### src/rtl/bus_pkg.sv
`default_nettype none
// ============================================================================
//  Module      : bus_pkg
//  Description : Shared serial-bus definitions: bus width constants, slave
//                port state encodings and small elaboration helpers.
//  Revision    : 1.0 - initial release
// ============================================================================
package bus_pkg;

    // Default widths of the serial memory bus
    localparam int BUS_DATA_WIDTH = 8;
    localparam int BUS_ADDR_WIDTH = 12;

    // Slave port state encodings
    typedef enum logic [2:0] {
        IDLE    = 3'd0,
        ADDR    = 3'd1,
        WDATA   = 3'd2,
        MEM_WR  = 3'd3,
        MEM_RD  = 3'd4,
        RD_LOAD = 3'd5,
        RDATA   = 3'd6
    } bus_state_t;

    // Larger of two elaboration-time integers
    function automatic int bus_max(input int a, input int b);
        return (a > b) ? a : b;
    endfunction

endpackage
`default_nettype wire

### src/rtl/bus_slave_port.sv
`default_nettype none
// ============================================================================
//  Module      : bus_slave_port
//  Description : Serial bus slave. Receives an LSB-first address (and write
//                data), issues a single-cycle memory strobe, and for reads
//                returns the memory word LSB first on rdata.
//  Revision    : 1.0 - initial release
// ============================================================================
module bus_slave_port
    import bus_pkg::*;
#(
    parameter int DATA_WIDTH           = BUS_DATA_WIDTH,
    parameter int SLAVE_MEM_ADDR_WIDTH = BUS_ADDR_WIDTH
) (
    input  logic                            clk,
    input  logic                            rstn,
    input  logic                            wdata,
    input  logic                            mode,
    input  logic                            mvalid,
    output logic                            rdata,
    output logic                            svalid,
    output logic                            ready,
    output logic [SLAVE_MEM_ADDR_WIDTH-1:0] mem_addr,
    output logic [DATA_WIDTH-1:0]           mem_wdata,
    output logic                            mem_wen,
    output logic                            mem_ren,
    input  logic [DATA_WIDTH-1:0]           mem_rdata
);

    localparam int c_CNT_MAX = bus_max(SLAVE_MEM_ADDR_WIDTH, DATA_WIDTH);
    localparam int c_CNT_W   = (c_CNT_MAX > 1) ? $clog2(c_CNT_MAX) : 1;

    localparam logic [c_CNT_W-1:0] c_CNT_ONE   = c_CNT_W'(1);
    localparam logic [c_CNT_W-1:0] c_ADDR_LAST = c_CNT_W'(SLAVE_MEM_ADDR_WIDTH - 1);
    localparam logic [c_CNT_W-1:0] c_DATA_LAST = c_CNT_W'(DATA_WIDTH - 1);

    bus_state_t                      r_state;
    bus_state_t                      w_state_next;
    logic [c_CNT_W-1:0]              r_cnt;
    logic                            w_cnt_en;
    logic                            r_mode;
    logic [SLAVE_MEM_ADDR_WIDTH-1:0] r_addr_sh;
    // The final data bit goes straight from wdata into mem_wdata, so only
    // DATA_WIDTH-1 bits ever need to be buffered.
    logic [DATA_WIDTH-2:0]           r_data_sh;
    logic [DATA_WIDTH-1:0]           r_rd_sh;

    // State register
    always_ff @(posedge clk or negedge rstn) begin
        if (!rstn) begin
            r_state <= IDLE;
        end else begin
            r_state <= w_state_next;
        end
    end

    // Next-state decode and Moore outputs
    always_comb begin
        w_state_next = r_state;
        w_cnt_en     = 1'b0;
        ready        = 1'b0;
        svalid       = 1'b0;
        rdata        = 1'b0;
        mem_wen      = 1'b0;
        mem_ren      = 1'b0;
        case (r_state)
            IDLE: begin
                ready = 1'b1;
                if (mvalid) begin
                    w_state_next = ADDR;
                end
            end
            ADDR: begin
                if (mvalid) begin
                    w_cnt_en = 1'b1;
                    if (r_cnt == c_ADDR_LAST) begin
                        w_state_next = r_mode ? WDATA : MEM_RD;
                    end
                end
            end
            WDATA: begin
                if (mvalid) begin
                    w_cnt_en = 1'b1;
                    if (r_cnt == c_DATA_LAST) begin
                        w_state_next = MEM_WR;
                    end
                end
            end
            MEM_WR: begin
                mem_wen      = 1'b1;
                w_state_next = IDLE;
            end
            MEM_RD: begin
                mem_ren      = 1'b1;
                w_state_next = RD_LOAD;
            end
            RD_LOAD: begin
                w_state_next = RDATA;
            end
            RDATA: begin
                svalid   = 1'b1;
                rdata    = r_rd_sh[0];
                w_cnt_en = 1'b1;
                if (r_cnt == c_DATA_LAST) begin
                    w_state_next = IDLE;
                end
            end
            default: begin
                w_state_next = IDLE;
            end
        endcase
    end

    // Bit counter: restarts on every state change (at 1 on entering ADDR,
    // since bit 0 is consumed in IDLE)
    always_ff @(posedge clk or negedge rstn) begin
        if (!rstn) begin
            r_cnt <= '0;
        end else if (r_state != w_state_next) begin
            r_cnt <= (w_state_next == ADDR) ? c_CNT_ONE : '0;
        end else if (w_cnt_en) begin
            r_cnt <= r_cnt + 1'b1;
        end
    end

    // Shift registers and memory-side address/data; mem_addr and mem_wdata
    // only change on the edge that enters a strobe state, so they hold
    // their values between transfers.
    always_ff @(posedge clk or negedge rstn) begin
        if (!rstn) begin
            r_mode    <= 1'b0;
            r_addr_sh <= '0;
            r_data_sh <= '0;
            r_rd_sh   <= '0;
            mem_addr  <= '0;
            mem_wdata <= '0;
        end else begin
            case (r_state)
                IDLE: begin
                    if (mvalid) begin
                        r_mode    <= mode;
                        r_addr_sh <= {wdata, r_addr_sh[SLAVE_MEM_ADDR_WIDTH-1:1]};
                    end
                end
                ADDR: begin
                    if (mvalid) begin
                        r_addr_sh <= {wdata, r_addr_sh[SLAVE_MEM_ADDR_WIDTH-1:1]};
                        if (r_cnt == c_ADDR_LAST && !r_mode) begin
                            mem_addr <= {wdata, r_addr_sh[SLAVE_MEM_ADDR_WIDTH-1:1]};
                        end
                    end
                end
                WDATA: begin
                    if (mvalid) begin
                        r_data_sh <= {wdata, r_data_sh[DATA_WIDTH-2:1]};
                        if (r_cnt == c_DATA_LAST) begin
                            mem_addr  <= r_addr_sh;
                            mem_wdata <= {wdata, r_data_sh};
                        end
                    end
                end
                RD_LOAD: begin
                    r_rd_sh <= mem_rdata;
                end
                RDATA: begin
                    r_rd_sh <= r_rd_sh >> 1;
                end
                default: begin
                end
            endcase
        end
    end

endmodule
`default_nettype wire
### config.mk
export PLATFORM = sky130hd
export DESIGN_NAME = bus_slave_port
export DESIGN_NICKNAME = d
export VERILOG_FILES = /design/src/rtl/bus_pkg.sv /design/src/rtl/bus_slave_port.sv
export SDC_FILE = /design/constraint.sdc
export NUM_CORES = 1
export LEC_CHECK = 0
export BUFFER_PORTS_ARGS = -buffer_cell sky130_fd_sc_hd__buf_2
export CORE_MARGIN = 3
export CORE_UTILIZATION = 30
export DETAILED_ROUTE_END_ITERATION = 12
export MAX_ROUTING_LAYER = met4
export SYNTH_ARGS = -nofsm -noshare
export SYNTH_HDL_FRONTEND = slang
export SYNTH_SLANG_ARGS = --single-unit
### constraint.sdc
create_clock -name clk -period 3.05 [get_ports clk]
set_input_delay 0.1525 -clock clk [delete_from_list [all_inputs] [get_ports clk]]
set_output_delay 0.1525 -clock clk [all_outputs]
set_load 0.01 [all_outputs]
==> impl_metrics.toml <==
[timing]
fin_setup_tns_ns = 0
fin_crit_sh_pct = 65.7
fin_ws_ns = 1.05
period_minus_slack_ns = 2.00
rsz0062_at_grt = "no"
setup_viol = 0
fmax_mhz = 499
hold_viol = 0
whs_ns = 0.0312
slew_headroom_pct = 38.3
slew_viol_final = 0
fin_worst_skew_ns = 0.00756
worst_pin_slew_ns = 0.923

[cts]
insertion_delay_ns = 0.30
htree_levels = 2
clockBufferDepth = 2
cts_setup_buffers = 0
cts_root_buf = "clkbuf_8"
cts_tree = "done"
cts_made_buffers = 5
path_clk_slew_ns = 0.09
clock-sinks = 55

[synthesis]
synth_ff_type = "dfrtp_1"
synth.distinct_cells = 44
synth_mux_area_share_pct = 17.2
syn_inst = 238
ys_top_cells_by_area = "dfrtp_1, mux2_2, a21oi_1"
synth_xor_area_share_pct = 0.325
synth_largest_area_cell = "dfrtp_1"
synth-compound-area-share_pct = 13.6
synth_top_family_by_area = "multiplexers"
syn-cell-area_sq_um = 2700
ys_warn_count = 0
synth_edf_count = 0
synth_fa_ha_area_share_pct = 0.464
syn_area_per_cell_sq_um = 11.3
ys_seq_area_share_pct = 51.1
async_flop_share_pct = 100
yosys.area_share.simple_pct = 12.1
synth_top_cell_area_share_pct = 51.1
synth_nets = 252
ys_seq_elements = 55

[min_path]
hold_class = "in -> reg"
hp-start = "mode"
whs_path_depth = 3
hold_path_end = "r_mode"

[power_and_ir_drop]
p_total_mw = 2.68
powerDensity_nw_per_um2 = 883
p_leak_nw = 1.39
vdd.ir_drop.worst_mv = 0.259

[layout]
antenna_cells = 0
mostFrequentLayoutCell = "dfrtp_1"
mostFrequentLayoutCells = "dfrtp_1, buf_2, a21oi_1"
fin_nets = 285
syn_to_final_growth_pct = 12.8
drive_gt1_share_pct = 30.3
finish.instance_area_sq_um = 3040

[setup_path]
r2r_slack_ns = 1.05
worst-path-max-fanout = 9
cp-startpoint = "r_state[2]"
worstSetupPathType = "reg -> reg"
cp.required_ns = 3.25
r2r_cells = 3
worstSetupStartpointType = "flip-flop"
end_kind = "flip-flop"
r2r-end = "mem_wdata[3]"
arrival_ns = 2.20
timing.rr.start = "r_state[2]"

[die]
die_y_microns = 101
std_cell_rows = 33
start_util_pct = 31.8
dieArea_sq_um = 10200
core_area_sq_um = 8460
ioPinCount = 38
dieWidth_microns = 101

[detailed_routing]
firstDrtPassIters = 4
vias = 1821
via_per_inst = 4.84
drt-total-wl_microns = 4930
drtIter0Drc = 90
ant_nets = 0
remaining_drc_errors = 0
wire_per_inst_microns = 13.1

[job]
drv_cap = 0

[grt]
gr-usage-all-layers_pct = 10.8
grt_start_max_net_pins = 43
overflow = 0
grt_pass1_vias = 1839
antenna_found_initial = 0
grt_pass1_wl_microns = 8710

[place]
post-dp-hpwl_microns = 3460
portBuffers = 37
post_dp_cell_area_sq_um = 2950
place_ws_ns = 1.05
place.gp.congestion = 0.794

[status]
status = "finished clean"
[layer usage]
metal | GRT usage, % | part of all wire (%)
met5 | - | 0
met1 | 14.4 | 47
met2 | 16.5 | 47
met3 | 2.15 | 4.6
met4 | 4.04 | 0.85
[cells by family after synthesis]
kind of cell / count (synthesis)
simple gates: 58
fa+ha+maj: 1
compound gates: 56
mux: 40
buf+inv: 27
xor+xnor: 1
flops: 55
[flip-flops by register name, indices dropped and copies added, names as in the netlist]
| register | cells |
|---|---|
| r_rd_sh | 8 |
| mem_addr | 12 |
| r_mode | 1 |
| r_data_sh | 7 |
| r_addr_sh | 12 |
| r_cnt | 4 |
| r_state | 3 |
| mem_wdata | 8 |
[cells in the mapped netlist, drive strengths merged, types with 4 or more instances]
cell type / number
dfrtp: 55
nand2b: 4
mux2i: 13
buf: 11
a311oi: 5
clkbuf: 6
nor3b: 5
nand2: 7
o21ai: 6
a21oi: 31
inv: 10
mux2: 27
nor2: 26
[area by class of cell]
type                       count  area, sq um
clock buffer                   5         68.8
clock inverter                 2         13.8
fill                         851         5430
inverter                      10         37.5
multi-input combinational    156         1180
sequential                    55         1380
tap                          105          131
timing repair buffer          43          233
[worst max path at each step]
stage | to
after floorplan | mem_wdata[0]
after global placement | mem_wdata[7]
after global routing | mem_wdata[6]
after detailed placement | mem_wdata[1]
after CTS | mem_wdata[3]
final | mem_wdata[3]
[worst max-delay path: stages (launching register included)]
cell and delay (ns):
dfrtp_1 0.49, and4bb_1 0.55, and2_1 0.51, mux2_4 0.34
[metrics by stage]
stage	utilization [%]	std cells
2_1_floorplan	-	238
3_3_place_gp	34.8	368
3_5_place_dp	34.8	368
4_1_cts	35.9	376
5_1_grt	35.9	376
6_report	35.9	376
[repair_timing]
action                     CTS  global route
setup endpoints to repair    0             0
hold endpoints to repair    23             0
hold buffers                 1             0
gates resized for setup      0             0
[power by group]
part           total [mW]  internal (mW)  switching (mW)  leakage (nW)
Combinational        1.14          0.537           0.606         0.614
Clock               0.383          0.157           0.225        0.0440
Sequential           1.16          0.974           0.185         0.728
Power figures use the tool's default switching activity.
